[src/rtl/mc_ctrl_fsm_pkg.sv]
// Shared encodings for the multi-cycle control sequencer: states, instruction
// classes, ALU/next-PC/write-back select codes and opcode/funct values.
package mc_ctrl_fsm_pkg;

   localparam int unsigned STATE_W  = 3;
   localparam int unsigned OP_W     = 6;
   localparam int unsigned ALUOP_W  = 4;
   localparam int unsigned CLASS_W  = 4;
   localparam int unsigned SEL_W    = 2;

   typedef enum logic [STATE_W-1:0] {
      S_FETCH  = 3'd0,
      S_DECODE = 3'd1,
      S_EXEC   = 3'd2,
      S_MEM    = 3'd3,
      S_WB     = 3'd4,
      S_TRAP   = 3'd5
   } state_t;

   // Instruction classes produced by mc_decode
   localparam logic [CLASS_W-1:0] C_ILLEGAL = 4'd0;
   localparam logic [CLASS_W-1:0] C_RALU    = 4'd1;
   localparam logic [CLASS_W-1:0] C_ADDI    = 4'd2;
   localparam logic [CLASS_W-1:0] C_LW      = 4'd3;
   localparam logic [CLASS_W-1:0] C_SW      = 4'd4;
   localparam logic [CLASS_W-1:0] C_BEQ     = 4'd5;
   localparam logic [CLASS_W-1:0] C_BNE     = 4'd6;
   localparam logic [CLASS_W-1:0] C_J       = 4'd7;
   localparam logic [CLASS_W-1:0] C_JAL     = 4'd8;
   localparam logic [CLASS_W-1:0] C_JR      = 4'd9;

   localparam logic [ALUOP_W-1:0] ALU_ADD = 4'd0;
   localparam logic [ALUOP_W-1:0] ALU_SUB = 4'd1;
   localparam logic [ALUOP_W-1:0] ALU_AND = 4'd2;
   localparam logic [ALUOP_W-1:0] ALU_OR  = 4'd3;
   localparam logic [ALUOP_W-1:0] ALU_SLT = 4'd4;
   localparam logic [ALUOP_W-1:0] ALU_SLL = 4'd5;
   localparam logic [ALUOP_W-1:0] ALU_SRL = 4'd6;

   localparam logic [SEL_W-1:0] NPC_PLUS4  = 2'd0;
   localparam logic [SEL_W-1:0] NPC_BRANCH = 2'd1;
   localparam logic [SEL_W-1:0] NPC_JUMP   = 2'd2;
   localparam logic [SEL_W-1:0] NPC_JR     = 2'd3;

   localparam logic [SEL_W-1:0] REGDST_RT  = 2'd0;
   localparam logic [SEL_W-1:0] REGDST_RD  = 2'd1;
   localparam logic [SEL_W-1:0] REGDST_R31 = 2'd2;

   localparam logic [SEL_W-1:0] REGSRC_ALU = 2'd0;
   localparam logic [SEL_W-1:0] REGSRC_MEM = 2'd1;
   localparam logic [SEL_W-1:0] REGSRC_PC4 = 2'd2;

   localparam logic [OP_W-1:0] OP_RTYPE = 6'h00;
   localparam logic [OP_W-1:0] OP_J     = 6'h02;
   localparam logic [OP_W-1:0] OP_JAL   = 6'h03;
   localparam logic [OP_W-1:0] OP_BEQ   = 6'h04;
   localparam logic [OP_W-1:0] OP_BNE   = 6'h05;
   localparam logic [OP_W-1:0] OP_ADDI  = 6'h08;
   localparam logic [OP_W-1:0] OP_LW    = 6'h23;
   localparam logic [OP_W-1:0] OP_SW    = 6'h2B;

   localparam logic [OP_W-1:0] F_SLL = 6'h00;
   localparam logic [OP_W-1:0] F_SRL = 6'h02;
   localparam logic [OP_W-1:0] F_JR  = 6'h08;
   localparam logic [OP_W-1:0] F_ADD = 6'h20;
   localparam logic [OP_W-1:0] F_SUB = 6'h22;
   localparam logic [OP_W-1:0] F_AND = 6'h24;
   localparam logic [OP_W-1:0] F_OR  = 6'h25;
   localparam logic [OP_W-1:0] F_SLT = 6'h2A;

endpackage

[src/rtl/mc_ctrl_fsm_decode.sv]
// Combinational instruction classifier: maps opcode/funct to an instruction
// class and the ALU operation used while that instruction executes.
module mc_decode
   import mc_ctrl_fsm_pkg::*;
(
   input  logic [5:0] opcode,
   input  logic [5:0] funct,
   output logic [3:0] cls,
   output logic [3:0] aluop
);

   always_comb begin
      cls   = C_ILLEGAL;
      aluop = ALU_ADD;
      case (opcode)
         OP_RTYPE: begin
            case (funct)
               F_ADD: cls = C_RALU;
               F_SUB: begin cls = C_RALU; aluop = ALU_SUB; end
               F_AND: begin cls = C_RALU; aluop = ALU_AND; end
               F_OR:  begin cls = C_RALU; aluop = ALU_OR;  end
               F_SLT: begin cls = C_RALU; aluop = ALU_SLT; end
               F_SLL: begin cls = C_RALU; aluop = ALU_SLL; end
               F_SRL: begin cls = C_RALU; aluop = ALU_SRL; end
               F_JR:  cls = C_JR;
               default: cls = C_ILLEGAL;
            endcase
         end
         OP_ADDI: cls = C_ADDI;
         OP_LW:   cls = C_LW;
         OP_SW:   cls = C_SW;
         OP_BEQ:  begin cls = C_BEQ; aluop = ALU_SUB; end
         OP_BNE:  begin cls = C_BNE; aluop = ALU_SUB; end
         OP_J:    cls = C_J;
         OP_JAL:  cls = C_JAL;
         default: cls = C_ILLEGAL;
      endcase
   end

endmodule

[src/rtl/mc_ctrl_fsm.sv]
// Multi-cycle control sequencer: walks each instruction through FETCH..WB,
// drives datapath strobes/selects combinationally and counts retirements.
module mc_ctrl_fsm
   import mc_ctrl_fsm_pkg::*;
#(
   parameter int unsigned INSTRET_W = 32
) (
   input  logic                 clk,
   input  logic                 rst,
   input  logic [5:0]           opcode,
   input  logic [5:0]           funct,
   input  logic                 Zero,
   input  logic                 mem_ready,
   output logic                 PCWr,
   output logic                 IRWr,
   output logic                 RegWrite,
   output logic                 MemWrite,
   output logic [1:0]           RegDst,
   output logic [1:0]           RegSrc,
   output logic                 ALUSrcA,
   output logic                 ALUSrcB,
   output logic [3:0]           ALUOp,
   output logic [1:0]           NPCOp,
   output logic                 trap,
   output logic [2:0]           state,
   output logic [INSTRET_W-1:0] instret
);

   state_t     state_q;
   state_t     state_d;
   logic [3:0] cls;
   logic [3:0] dec_aluop;
   logic       alu_hold;

   mc_decode u_decode (
      .opcode (opcode),
      .funct  (funct),
      .cls    (cls),
      .aluop  (dec_aluop)
   );

   assign state = state_q;

   always_ff @(posedge clk or posedge rst) begin
      if (rst) begin
         state_q <= S_FETCH;
         trap    <= 1'b0;
         instret <= '0;
      end else begin
         state_q <= state_d;
         if (state_d == S_TRAP) trap <= 1'b1;
         if (PCWr) instret <= instret + INSTRET_W'(1);
      end
   end

   // Next state plus strobes; PC only moves on an instruction's last cycle
   always_comb begin
      state_d  = state_q;
      alu_hold = 1'b0;
      PCWr     = 1'b0;
      IRWr     = 1'b0;
      RegWrite = 1'b0;
      MemWrite = 1'b0;
      RegDst   = REGDST_RT;
      RegSrc   = REGSRC_ALU;
      ALUSrcA  = 1'b0;
      ALUSrcB  = 1'b0;
      ALUOp    = ALU_ADD;
      NPCOp    = NPC_PLUS4;
      case (state_q)
         S_FETCH: begin
            IRWr = mem_ready;
            if (mem_ready) state_d = S_DECODE;
         end
         S_DECODE: begin
            case (cls)
               C_J: begin
                  PCWr    = 1'b1;
                  NPCOp   = NPC_JUMP;
                  state_d = S_FETCH;
               end
               C_JAL: begin
                  PCWr     = 1'b1;
                  NPCOp    = NPC_JUMP;
                  RegWrite = 1'b1;
                  RegDst   = REGDST_R31;
                  RegSrc   = REGSRC_PC4;
                  state_d  = S_FETCH;
               end
               C_ILLEGAL: state_d = S_TRAP;
               default:   state_d = S_EXEC;
            endcase
         end
         S_EXEC: begin
            alu_hold = 1'b1;
            case (cls)
               C_LW, C_SW: state_d = S_MEM;
               C_BEQ, C_BNE: begin
                  PCWr = 1'b1;
                  if (Zero ^ (cls == C_BNE)) NPCOp = NPC_BRANCH;
                  state_d = S_FETCH;
               end
               C_JR: begin
                  PCWr    = 1'b1;
                  NPCOp   = NPC_JR;
                  state_d = S_FETCH;
               end
               default: state_d = S_WB;
            endcase
         end
         S_MEM: begin
            alu_hold = 1'b1;
            if (mem_ready) begin
               if (cls == C_SW) begin
                  MemWrite = 1'b1;
                  PCWr     = 1'b1;
                  state_d  = S_FETCH;
               end else begin
                  state_d = S_WB;
               end
            end
         end
         S_WB: begin
            alu_hold = 1'b1;
            RegWrite = 1'b1;
            PCWr     = 1'b1;
            state_d  = S_FETCH;
            if (cls == C_RALU) RegDst = REGDST_RD;
            if (cls == C_LW)   RegSrc = REGSRC_MEM;
         end
         S_TRAP:  state_d = S_TRAP;
         default: state_d = S_FETCH;
      endcase

      if (alu_hold) begin
         ALUOp   = dec_aluop;
         ALUSrcA = (dec_aluop == ALU_SLL) || (dec_aluop == ALU_SRL);
         ALUSrcB = (cls == C_ADDI) || (cls == C_LW) || (cls == C_SW);
      end

      // Reset kills every strobe and select so no partial write escapes
      if (rst) begin
         PCWr     = 1'b0;
         IRWr     = 1'b0;
         RegWrite = 1'b0;
         MemWrite = 1'b0;
         RegDst   = REGDST_RT;
         RegSrc   = REGSRC_ALU;
         ALUSrcA  = 1'b0;
         ALUSrcB  = 1'b0;
         ALUOp    = ALU_ADD;
         NPCOp    = NPC_PLUS4;
      end
   end

endmodule

[config.mk]
export PLATFORM = sky130hd
export DESIGN_NAME = mc_ctrl_fsm
export DESIGN_NICKNAME = d
export VERILOG_FILES = /design/src/rtl/mc_ctrl_fsm_pkg.sv /design/src/rtl/mc_ctrl_fsm_decode.sv /design/src/rtl/mc_ctrl_fsm.sv
export SDC_FILE = /design/constraint.sdc
export NUM_CORES = 1
export LEC_CHECK = 0
export ABC_AREA = 1
export CAP_MARGIN = 15
export CELL_PAD_IN_SITES_DETAIL_PLACEMENT = 0
export CELL_PAD_IN_SITES_GLOBAL_PLACEMENT = 2
export CORE_ASPECT_RATIO = 0.8
export CORE_MARGIN = 4
export CORE_UTILIZATION = 28
export CTS_CLUSTER_DIAMETER = 30
export DETAILED_ROUTE_END_ITERATION = 8
export HOLD_SLACK_MARGIN = 0.03
export PLACE_DENSITY_LB_ADDON = 0.1
export SKIP_CTS_REPAIR_TIMING = 1
export SYNTH_ARGS = -nofsm -noshare
export SYNTH_HDL_FRONTEND = slang
export SYNTH_HIERARCHICAL = 1
export SYNTH_SLANG_ARGS = --single-unit
[constraint.sdc]
create_clock -name clk -period 7.03 [get_ports clk]
set_input_delay 1.406 -clock clk [delete_from_list [all_inputs] [get_ports clk]]
set_output_delay 1.406 -clock clk [all_outputs]
set_load 0.01 [all_outputs]
==> metrics.txt, run 1 <==
DP Area=3826 µm²; FF+latch count, synth=36; post-synthesis mux area share=0%; Syn Area/Cell=5.941 µm²; Initial DRT Pass Iterations=4; Worst Hold Class=flop to flop; Power Density=180.1 nW/µm²; Post-Synth Adder-Cell Area=0.4082%; Final HPWL DP=7230 µm; fin nets=597; placed insts=713; Synth async-reset ratio=100.0%; Critical Path AT=4.28 ns; Netlist cell types=30; Port Buffers=66; Core Area=10490 µm²; largest net degree at the start of global routing=70; largest family of logic cells by synthesized area=simple AND/OR/NAND/NOR gates; RSZ-0062 raised after global routing=false; CP Launch Type=input pin; clk sinks=36; dpl ws=1.312 ns; fin crit period=5.691 ns; Critical Path End Type=output port; IO Pins=68; Skew-Pair Late Insertion Delay=0.28 ns; most frequent cells in the layout=nand2_1, nand3_1, nor2_1; critical path class=input pin to output port; Max Slew Vio Count=0; post-route setup TNS=0 ns; die height=101.6 µm; vias=3289; Syn Nets=533; XOR/XNOR Fraction of Synth Area=3.429%; final period utilization=80.95%; P_leak=1.738 nW; final core utilization=37.94%; clock slew at reported path FFs=0.05 ns; WL final=9374 µm; initial antenna violation count=0; synth warn=6; status=complete, no violations; Synth Area in Compound Gates=3.388%; Starting Density=29.23%; Post-synth EDFFs=0; Worst Tran Pin Value=0.8046 ns; maximum vdd drop=0.1160 mV; Final Hold Fails=0; via/cell ratio=4.568; Worst Setup Slack, final=1.339 ns; post-synthesis sequential area ratio=29.39%; Non-Filler Instances=720; hold path depth=2; n_diodes=0; commonest non-fill, non-tap cell in the layout=nand2_1; cell count after synthesis=516; drc violations=0; CTS Buf Count=5; gr usage total=15.09%; Die ar.=12700 µm²; WP data required=5.62 ns; maximum clock rate=0.1757 GHz; DRT iter0 DRCs=238; CTS tree=built; Die Span X=125.0 µm; Post-synth top flop=dfrtp_1; Final Cell Area=3979 µm²; Reg2Reg Depth=9; H-tree levels=2; P&R area growth vs syn=29.80%; max_cap viols=0; Critical Path Fanout Max=33; r2r setup slk=4.98 ns; CTS root buf=clkbuf_16; share of layout cells above drive strength 1=7.241%; row count=33; Final setup viols=0; Slew headroom=46.36%; GRT overflow=0; maximum clock path buffer count=2; number of global-route vias before repair=3072; mapped cell area=3065 µm²; GP Congestion=0.8640; simple-gate share of the synthesized area=53.22%; first-pass GRT wire length=15680 µm; Avg WL per Cell=13.02 µm; clk_skew=0.002996 ns; DRT antenna net count=0
## synthesized netlist by cell type, types with 5 or more instances
library cell	instances	area, µm²
inv_1	49	183.9
nor2_1	73	274.0
xnor2_1	7	61.31
nand2_1	198	743.2
nand3_1	73	365.4
nor2_2	15	93.84
xor2_1	5	43.79
nand4_1	6	37.54
inv_2	8	30.03
dfrtp_1	36	900.9
o21ai_0	12	60.06
buf_4	5	37.54
## sequential cells by signal, indices dropped and copies added (netlist names)
signal and count:
state 3, instret 32, trap 1
## worst max-delay path, cell delays in order
cell             delay [ns]
clkdlybuf4s50_1        0.45
nor2_2                 0.21
nand3_2                0.14
o21ai_0                0.58
nor2_2                 0.15
nand3_1                0.13
nand2_1                0.07
nand2_1                0.12
nand3_4                0.36
nand2_4                0.17
inv_2                  0.03
clkdlybuf4s50_1        0.46
## through the flow
step | power, mW | hold WS (ns)
final | 0.7167 | 0.4801
after global routing | 0.7676 | 0.4965
after CTS | 0.7284 | 0.4785
after detailed placement | 0.4882 | 0.4557
after global placement | 0.4883 | 0.4528
after floorplan | 0.4080 | 0.5008
## worst paths after layout
path                                    start                 endpoint
setup / recovery                    opcode[3]                     PCWr
hold / removal               trap$_DFFE_PP0N_         trap$_DFFE_PP0N_
setup reg to reg           state[2]$_DFF_PP0_  instret[21]$_DFFE_PP0P_
hold reg to reg              trap$_DFFE_PP0N_         trap$_DFFE_PP0N_
max in group asynchronous                 rst  instret[21]$_DFFE_PP0P_
min in group asynchronous                 rst       state[2]$_DFF_PP0_
## routing by layer
metal	up-vias	global-route usage [%]	wire (µm)
met5	-	0	0
met2	76	21.93	3691
li1	1737	-	-
met1	1474	22.74	5144
met4	0	3.250	36
met3	2	3.426	502
## logic make-up (layout without fill, tap and decap cells)
logic type                 after synthesis  count (layout)
AOI/OAI and AO/OA                       19              19
xor gates and xnor gates                12              12
adders and majority gates                1               1
buffers and inverters                   69             133
DFF                                     36              36
other                                    1               1
and+or+nand+nor                        378             378
## where the power goes
part	switching [mW]	internal [mW]	leakage (nW)
sequential	0.0295	0.224	0.490
clock	0.0864	0.149	0.0760
combinational	0.143	0.0847	1.17
total	0.259	0.458	1.74
## cell type report
cell class / instances / area, µm²
tap: 140 / 175.2
inverter: 58 / 217.7
fill: 1162 / 6509
sequential: 36 / 900.9
multi-input combinational: 411 / 1857
clock buffer: 7 / 152.6
timing repair buffer: 68 / 675.6
(Power assumes the default switching activity.)
==> run 2, diff against run 1 <==
Settings changed: CORE_UTILIZATION 28 to 26.
Clock period 7.03 ns to 5.3 ns, I/O delays scaled along.
==> run 2 against run 1 <==
Non-clock buffer count grew 1. Sequential cell count unchanged. Critical path depth decreased by 4. Critical endpoint is now NPCOp[1]. Largest cell class unchanged. Largest power group unchanged.
==> metrics.txt, run 2 (synthesized netlist as in run 1, its figures left out) <==
total power=933.4 µW (was 716.7 µW); post-route setup TNS=0 ns (unchanged); Die ar.=13600 µm² (was 12700 µm²); commonest non-fill, non-tap cell in the layout=nand2_1 (unchanged); WP data required=4.24 ns (was 5.62 ns); largest net degree at the start of global routing=69 (was 70); area taken by multi-input logic gates=1857 µm² (unchanged); Port Buffers=66 (unchanged); Reg2Reg Depth=8 (was 9); critical path class=input pin to output port (unchanged); max_cap viols=0 (unchanged); Final HPWL DP=7640 µm (was 7230 µm); CTS tree=built (unchanged); clk_skew=0.008746 ns (was 0.002996 ns); Setup crit end=NPCOp[1] (was PCWr); most frequent cells in the layout=nand2_1, nand3_1, nor2_1 (unchanged); initial antenna violation count=0 (unchanged); n_diodes=0 (unchanged); P&R area growth vs syn=29.75% (was 29.80%); Final Hold Fails=0 (unchanged); die height=105.1 µm (was 101.6 µm); Largest register FFs=32 (unchanged); dpl ws=0.6262 ns (was 1.312 ns); Worst Setup Slack, final=0.6234 ns (was 1.339 ns); Reg with most FFs=instret (unchanged); Worst Tran Pin Value=0.7773 ns (was 0.8046 ns); Final setup viols=0 (unchanged); Critical-path top delay cell=o21ai_0 (unchanged); first-pass GRT wire length=15930 µm (was 15680 µm); IO Pins=68 (unchanged); Avg WL per Cell=13.63 µm (was 13.02 µm); row count=35 (was 33); final period utilization=88.24%; Starting Density=26.62% (was 29.23%); Initial DRT Pass Iterations=4 (unchanged); register area=900.9 µm² (unchanged); GP Congestion=0.8142 (was 0.8640); Critical Path AT=3.62 ns (was 4.28 ns); RSZ-0062 raised after global routing=false (unchanged); maximum clock rate=0.2138 GHz; clock slew at reported path FFs=0.05 ns (about the same); DRT antenna net count=0 (unchanged); r2r endpoint=instret[16]$_DFFE_PP0P_ (was instret[21]$_DFFE_PP0P_); RR Startpoint=instret[0]$_DFFE_PP0P_ (was state[2]$_DFF_PP0_); fillcell total=1311 (was 1162); r2r setup slk=3.33 ns (was 4.98 ns); Setup crit start=opcode[5] (was opcode[3]); Die Span X=129.4 µm (was 125.0 µm); share of layout cells above drive strength 1=7.229% (was 7.241%); number of global-route vias before repair=3120 (was 3072); Max Slew Vio Count=0 (unchanged); max incr delay on CP=0.60 ns (was 0.58 ns); Worst Hold Class=flop to flop (unchanged); H-tree levels=2 (unchanged); Skew-Pair Late Insertion Delay=0.28 ns (about the same); Slew headroom=48.18% (was 46.36%); CP Launch Type=input pin (unchanged); critical-path cell list=clkdlybuf4s50_1, nor2_4, nand3_2, o21ai_0, nand3_1, or2_2, o21ai_0, clkdlybuf4s50_1 (was clkdlybuf4s50_1, nor2_2, nand3_2, o21ai_0, nor2_2, nand3_1, nand2_1, nand2_1, nand3_4, nand2_4, inv_2, clkdlybuf4s50_1); via/cell ratio=4.505 (was 4.568); fin crit period=4.677 ns; Power Density=234.7 nW/µm² (was 180.1 nW/µm²); clk sinks=36 (unchanged); GRT overflow=0 (unchanged); CTS Buf Count=5 (unchanged); drc violations=0 (unchanged); WL final=9939 µm (was 9374 µm); hold path depth=2 (unchanged); fin nets=598 (was 597); vias=3284 (was 3289); maximum clock path buffer count=2 (unchanged); Critical Path End Type=output port (unchanged); DRT iter0 DRCs=218 (was 238); Core Area=11520 µm² (was 10490 µm²); maximum vdd drop=0.1435 mV (was 0.1160 mV); Critical Path Fanout Max=7 (was 33); status=complete, no violations (unchanged); gr usage total=14.65% (was 15.09%); P_leak=1.734 nW (was 1.738 nW); CTS root buf=clkbuf_16 (unchanged)
==> run 2: cell count changes in the layout (fill, tap and decap cells not counted), sizes merged <==
| cell | delta |
|---|---|
| buf | +1 |
| clkinv | +1 |
| clkbuf | -1 |
==> run 2: routing by layer <==
| metal | global-route usage [%] | wire length, µm | vias to the layer above | part of all wire (%) |
|---|---|---|---|---|
| li1 | - | - | 1742 | - |
| met4 | 2.249 | 43 | 0 | 0.43 |
| met1 | 22.70 | 5394 | 1478 | 54 |
| met2 | 21.01 | 4034 | 60 | 41 |
| met3 | 3.015 | 467 | 4 | 4.7 |
| met5 | 0 | 0 | - | 0 |
==> run 2: worst min-delay path by stage <==
stage | start | endpoint | slack [ns]
after global placement | trap$_DFFE_PP0N_ | trap$_DFFE_PP0N_ | 0.46
after detailed placement | trap$_DFFE_PP0N_ | trap$_DFFE_PP0N_ | 0.45
after CTS | trap$_DFFE_PP0N_ | trap$_DFFE_PP0N_ | 0.48
after floorplan | trap$_DFFE_PP0N_ | trap$_DFFE_PP0N_ | 0.50
after global routing | trap$_DFFE_PP0N_ | trap$_DFFE_PP0N_ | 0.54
final | trap$_DFFE_PP0N_ | trap$_DFFE_PP0N_ | 0.47
==> run 2: through the flow <==
step / instances / hold WS (ns) / cell area, µm² / utilization, %
global route: 729 / 0.5444 / 3978 / 34.54
global placement: 722 / 0.4635 / 3844 / 33.37
floorplan: 516 / 0.5008 / 3065 / -
finish: 729 / 0.4707 / 3978 / 34.54
CTS: 729 / 0.4761 / 3978 / 34.54
detailed placement: 722 / 0.4526 / 3844 / 33.37
==> run 2: layout make-up <==
cell class | count | area share (%)
clock buffers | 6 | 3.240
inverters | 58 | 5.473
multi-input cells | 411 | 46.68
repair buffers | 69 | 17.18
flip-flops and latches | 36 | 22.65
clock inverters | 1 | 0.1258
well taps | 148 | 4.656
==> run 2: report_power, final <==
part           leakage [nW]  internal (mW)  switching (mW)
Clock                0.0667          0.171           0.114
Combinational          1.18          0.117           0.194
Sequential            0.490          0.297          0.0397
==> run 2: critical path: cells and delay by family <==
family	cells	cell delay, ns
simple gates	4	0.86
buf+inv	2	1.02
compound gates	2	0.68
==> run 3, diff against run 2 <==
Settings changed: CORE_MARGIN 4 to 2, HOLD_SLACK_MARGIN 0.03 to 0.12.
==> run 3 against run 2 <==
Die area down 6.8%. First-iteration DRC count unchanged. Sequential power barely moved. Cell count increased by 0.14%. Register-to-register slack lost 0.02 ns. Via count grew 0.40%. Wire length is 2.4% lower. Combinational power hardly changed. Non-clock buffer count unchanged. Setup slack got worse by 0.0085 ns. Clock skew decreased by 0.0055 ns. Sequential share of layout area is 0.085 points lower. Largest cell class unchanged. Largest power group unchanged.
==> metrics.txt, run 3 (synthesized netlist as in run 1, its figures left out) <==
status=complete, no violations (unchanged); r2r endpoint=instret[24]$_DFFE_PP0P_ (was instret[16]$_DFFE_PP0P_); n_diodes=0 (unchanged); Hold WS=0.4751 ns (was 0.4707 ns); uppermost layer routed=met4 (unchanged); placed insts=722 (unchanged); maximum vdd drop=0.1690 mV (was 0.1435 mV); wl on met1=5463 µm (was 5394 µm); die height=101.1 µm (was 105.1 µm); GRT overflow=0 (unchanged); most frequent cells in the layout=nand2_1, nand3_1, nor2_1 (unchanged); DRT iter0 DRCs=218 (unchanged); Starting Density=26.62% (unchanged); WP data required=4.24 ns (about the same); Setup crit end=NPCOp[1] (unchanged); total power=954.4 µW (was 933.4 µW); Core Area=11520 µm² (unchanged); Avg WL per Cell=13.28 µm (was 13.63 µm); vias=3297 (was 3284); RR Startpoint=instret[0]$_DFFE_PP0P_ (unchanged); Skew-Pair Late Insertion Delay=0.28 ns (about the same); commonest non-fill, non-tap cell in the layout=nand2_1 (unchanged); clock slew at reported path FFs=0.06 ns (was 0.05 ns); DRT antenna net count=0 (unchanged); Die ar.=12680 µm² (was 13600 µm²); GP Congestion=0.7893 (was 0.8142); CTS Buf Count=5 (unchanged); met3 routed WL=412 µm (was 467 µm); first-pass GRT wire length=16320 µm (was 15930 µm); CTS root buf=clkbuf_16 (unchanged); Slew headroom=47.17% (was 48.18%); Final setup viols=0 (unchanged); RSZ-0062 raised after global routing=false (unchanged); Port Buffers=66 (unchanged); P_leak=1.744 nW (was 1.734 nW); Initial DRT Pass Iterations=4 (unchanged); Max Slew Vio Count=0 (unchanged); Power Density=239.1 nW/µm² (was 234.7 nW/µm²); clk_skew=0.003230 ns (was 0.008746 ns); Largest register FFs=32 (unchanged); number of global-route vias before repair=3181 (was 3120); largest net degree at the start of global routing=69 (unchanged); drc violations=0 (unchanged); Worst Hold Class=flop to flop (unchanged); Die Span X=125.4 µm (was 129.4 µm); Final HPWL DP=7356 µm (was 7640 µm); maximum clock path buffer count=2 (unchanged); Final Hold Fails=0 (unchanged); Non-Filler Instances=730 (was 729); Worst Tran Pin Value=0.7925 ns (was 0.7773 ns); share of layout cells above drive strength 1=7.560% (was 7.229%); WL final=9697 µm (was 9939 µm); P&R area growth vs syn=30.24% (was 29.75%); metal2 WL=3747 µm (was 4034 µm); CP Launch Type=input pin (unchanged); Reg2Reg Depth=10 (was 8); Critical Path Fanout Max=5 (was 7); Setup crit start=opcode[3] (was opcode[5]); Critical Path AT=3.63 ns (was 3.62 ns); critical path class=input pin to output port (unchanged); initial antenna violation count=0 (unchanged); clk sinks=36 (unchanged); maximum clock rate=0.2134 GHz (was 0.2138 GHz); H-tree levels=2 (unchanged); gr usage total=16.02% (was 14.65%); Reg with most FFs=instret (unchanged); r2r setup slk=3.31 ns (was 3.33 ns); IO Pins=68 (unchanged); post-route setup TNS=0 ns (unchanged); row count=35 (unchanged); via/cell ratio=4.516 (was 4.505); CTS tree=built (unchanged); final core utilization=34.67% (was 34.54%); fin crit period=4.685 ns (was 4.677 ns); Critical Path End Type=output port (unchanged); final period utilization=88.40% (was 88.24%); fin nets=598 (unchanged); max_cap viols=0 (unchanged)
-- run 3: per-stage QoR --
stage | setup slack [ns] | area [µm²]
3_3_place_gp | 0.6551 | 3844
5_1_grt | 0.4255 | 3993
6_report | 0.6149 | 3993
2_1_floorplan | 1.731 | 3065
4_1_cts | 0.6699 | 3993
3_5_place_dp | 0.6793 | 3844
-- run 3: critical path, cell delays in order --
cell and delay (ns):
clkdlybuf4s50_1 0.45, nor2_2 0.23, nand3_2 0.14, o21ai_0 0.58, nand3_1 0.19, or2_2 0.34, o21ai_0 0.08, clkdlybuf4s50_1 0.56
-- run 3: routing by layer --
layer | vias up | global-route usage [%]
met2 | 48 | 23.20
li1 | 1747 | -
met3 | 7 | 3.344
met4 | 0 | 2.650
met5 | - | 0
met1 | 1495 | 24.68
-- run 3: report_power, final --
group	switching, mW	internal [mW]	total [mW]	leakage [nW]
clock	0.119	0.186	0.305	0.0766
combinational	0.195	0.117	0.312	1.18
sequential	0.0402	0.297	0.338	0.490
-- run 3: area by class of cell --
cell class | instances | area, µm²
Clock buffer | 6 | 138.9
Inverter | 58 | 217.7
Timing Repair Buffer | 69 | 683.2
Fill cell | 1286 | 7525
Sequential cell | 36 | 900.9
Tap cell | 148 | 185.2
Clock inverter | 2 | 10.01
Multi-Input combinational cell | 411 | 1857
-- run 3: worst min path at each step --
stage | from | endpoint | slack (ns) | cells after the start
2_1_floorplan | trap$_DFFE_PP0N_ | trap$_DFFE_PP0N_ | 0.50 | 2
3_3_place_gp | trap$_DFFE_PP0N_ | trap$_DFFE_PP0N_ | 0.45 | 2
3_5_place_dp | trap$_DFFE_PP0N_ | trap$_DFFE_PP0N_ | 0.46 | 2
4_1_cts | trap$_DFFE_PP0N_ | trap$_DFFE_PP0N_ | 0.48 | 2
5_1_grt | trap$_DFFE_PP0N_ | trap$_DFFE_PP0N_ | 0.51 | 2
6_report | trap$_DFFE_PP0N_ | trap$_DFFE_PP0N_ | 0.48 | 2
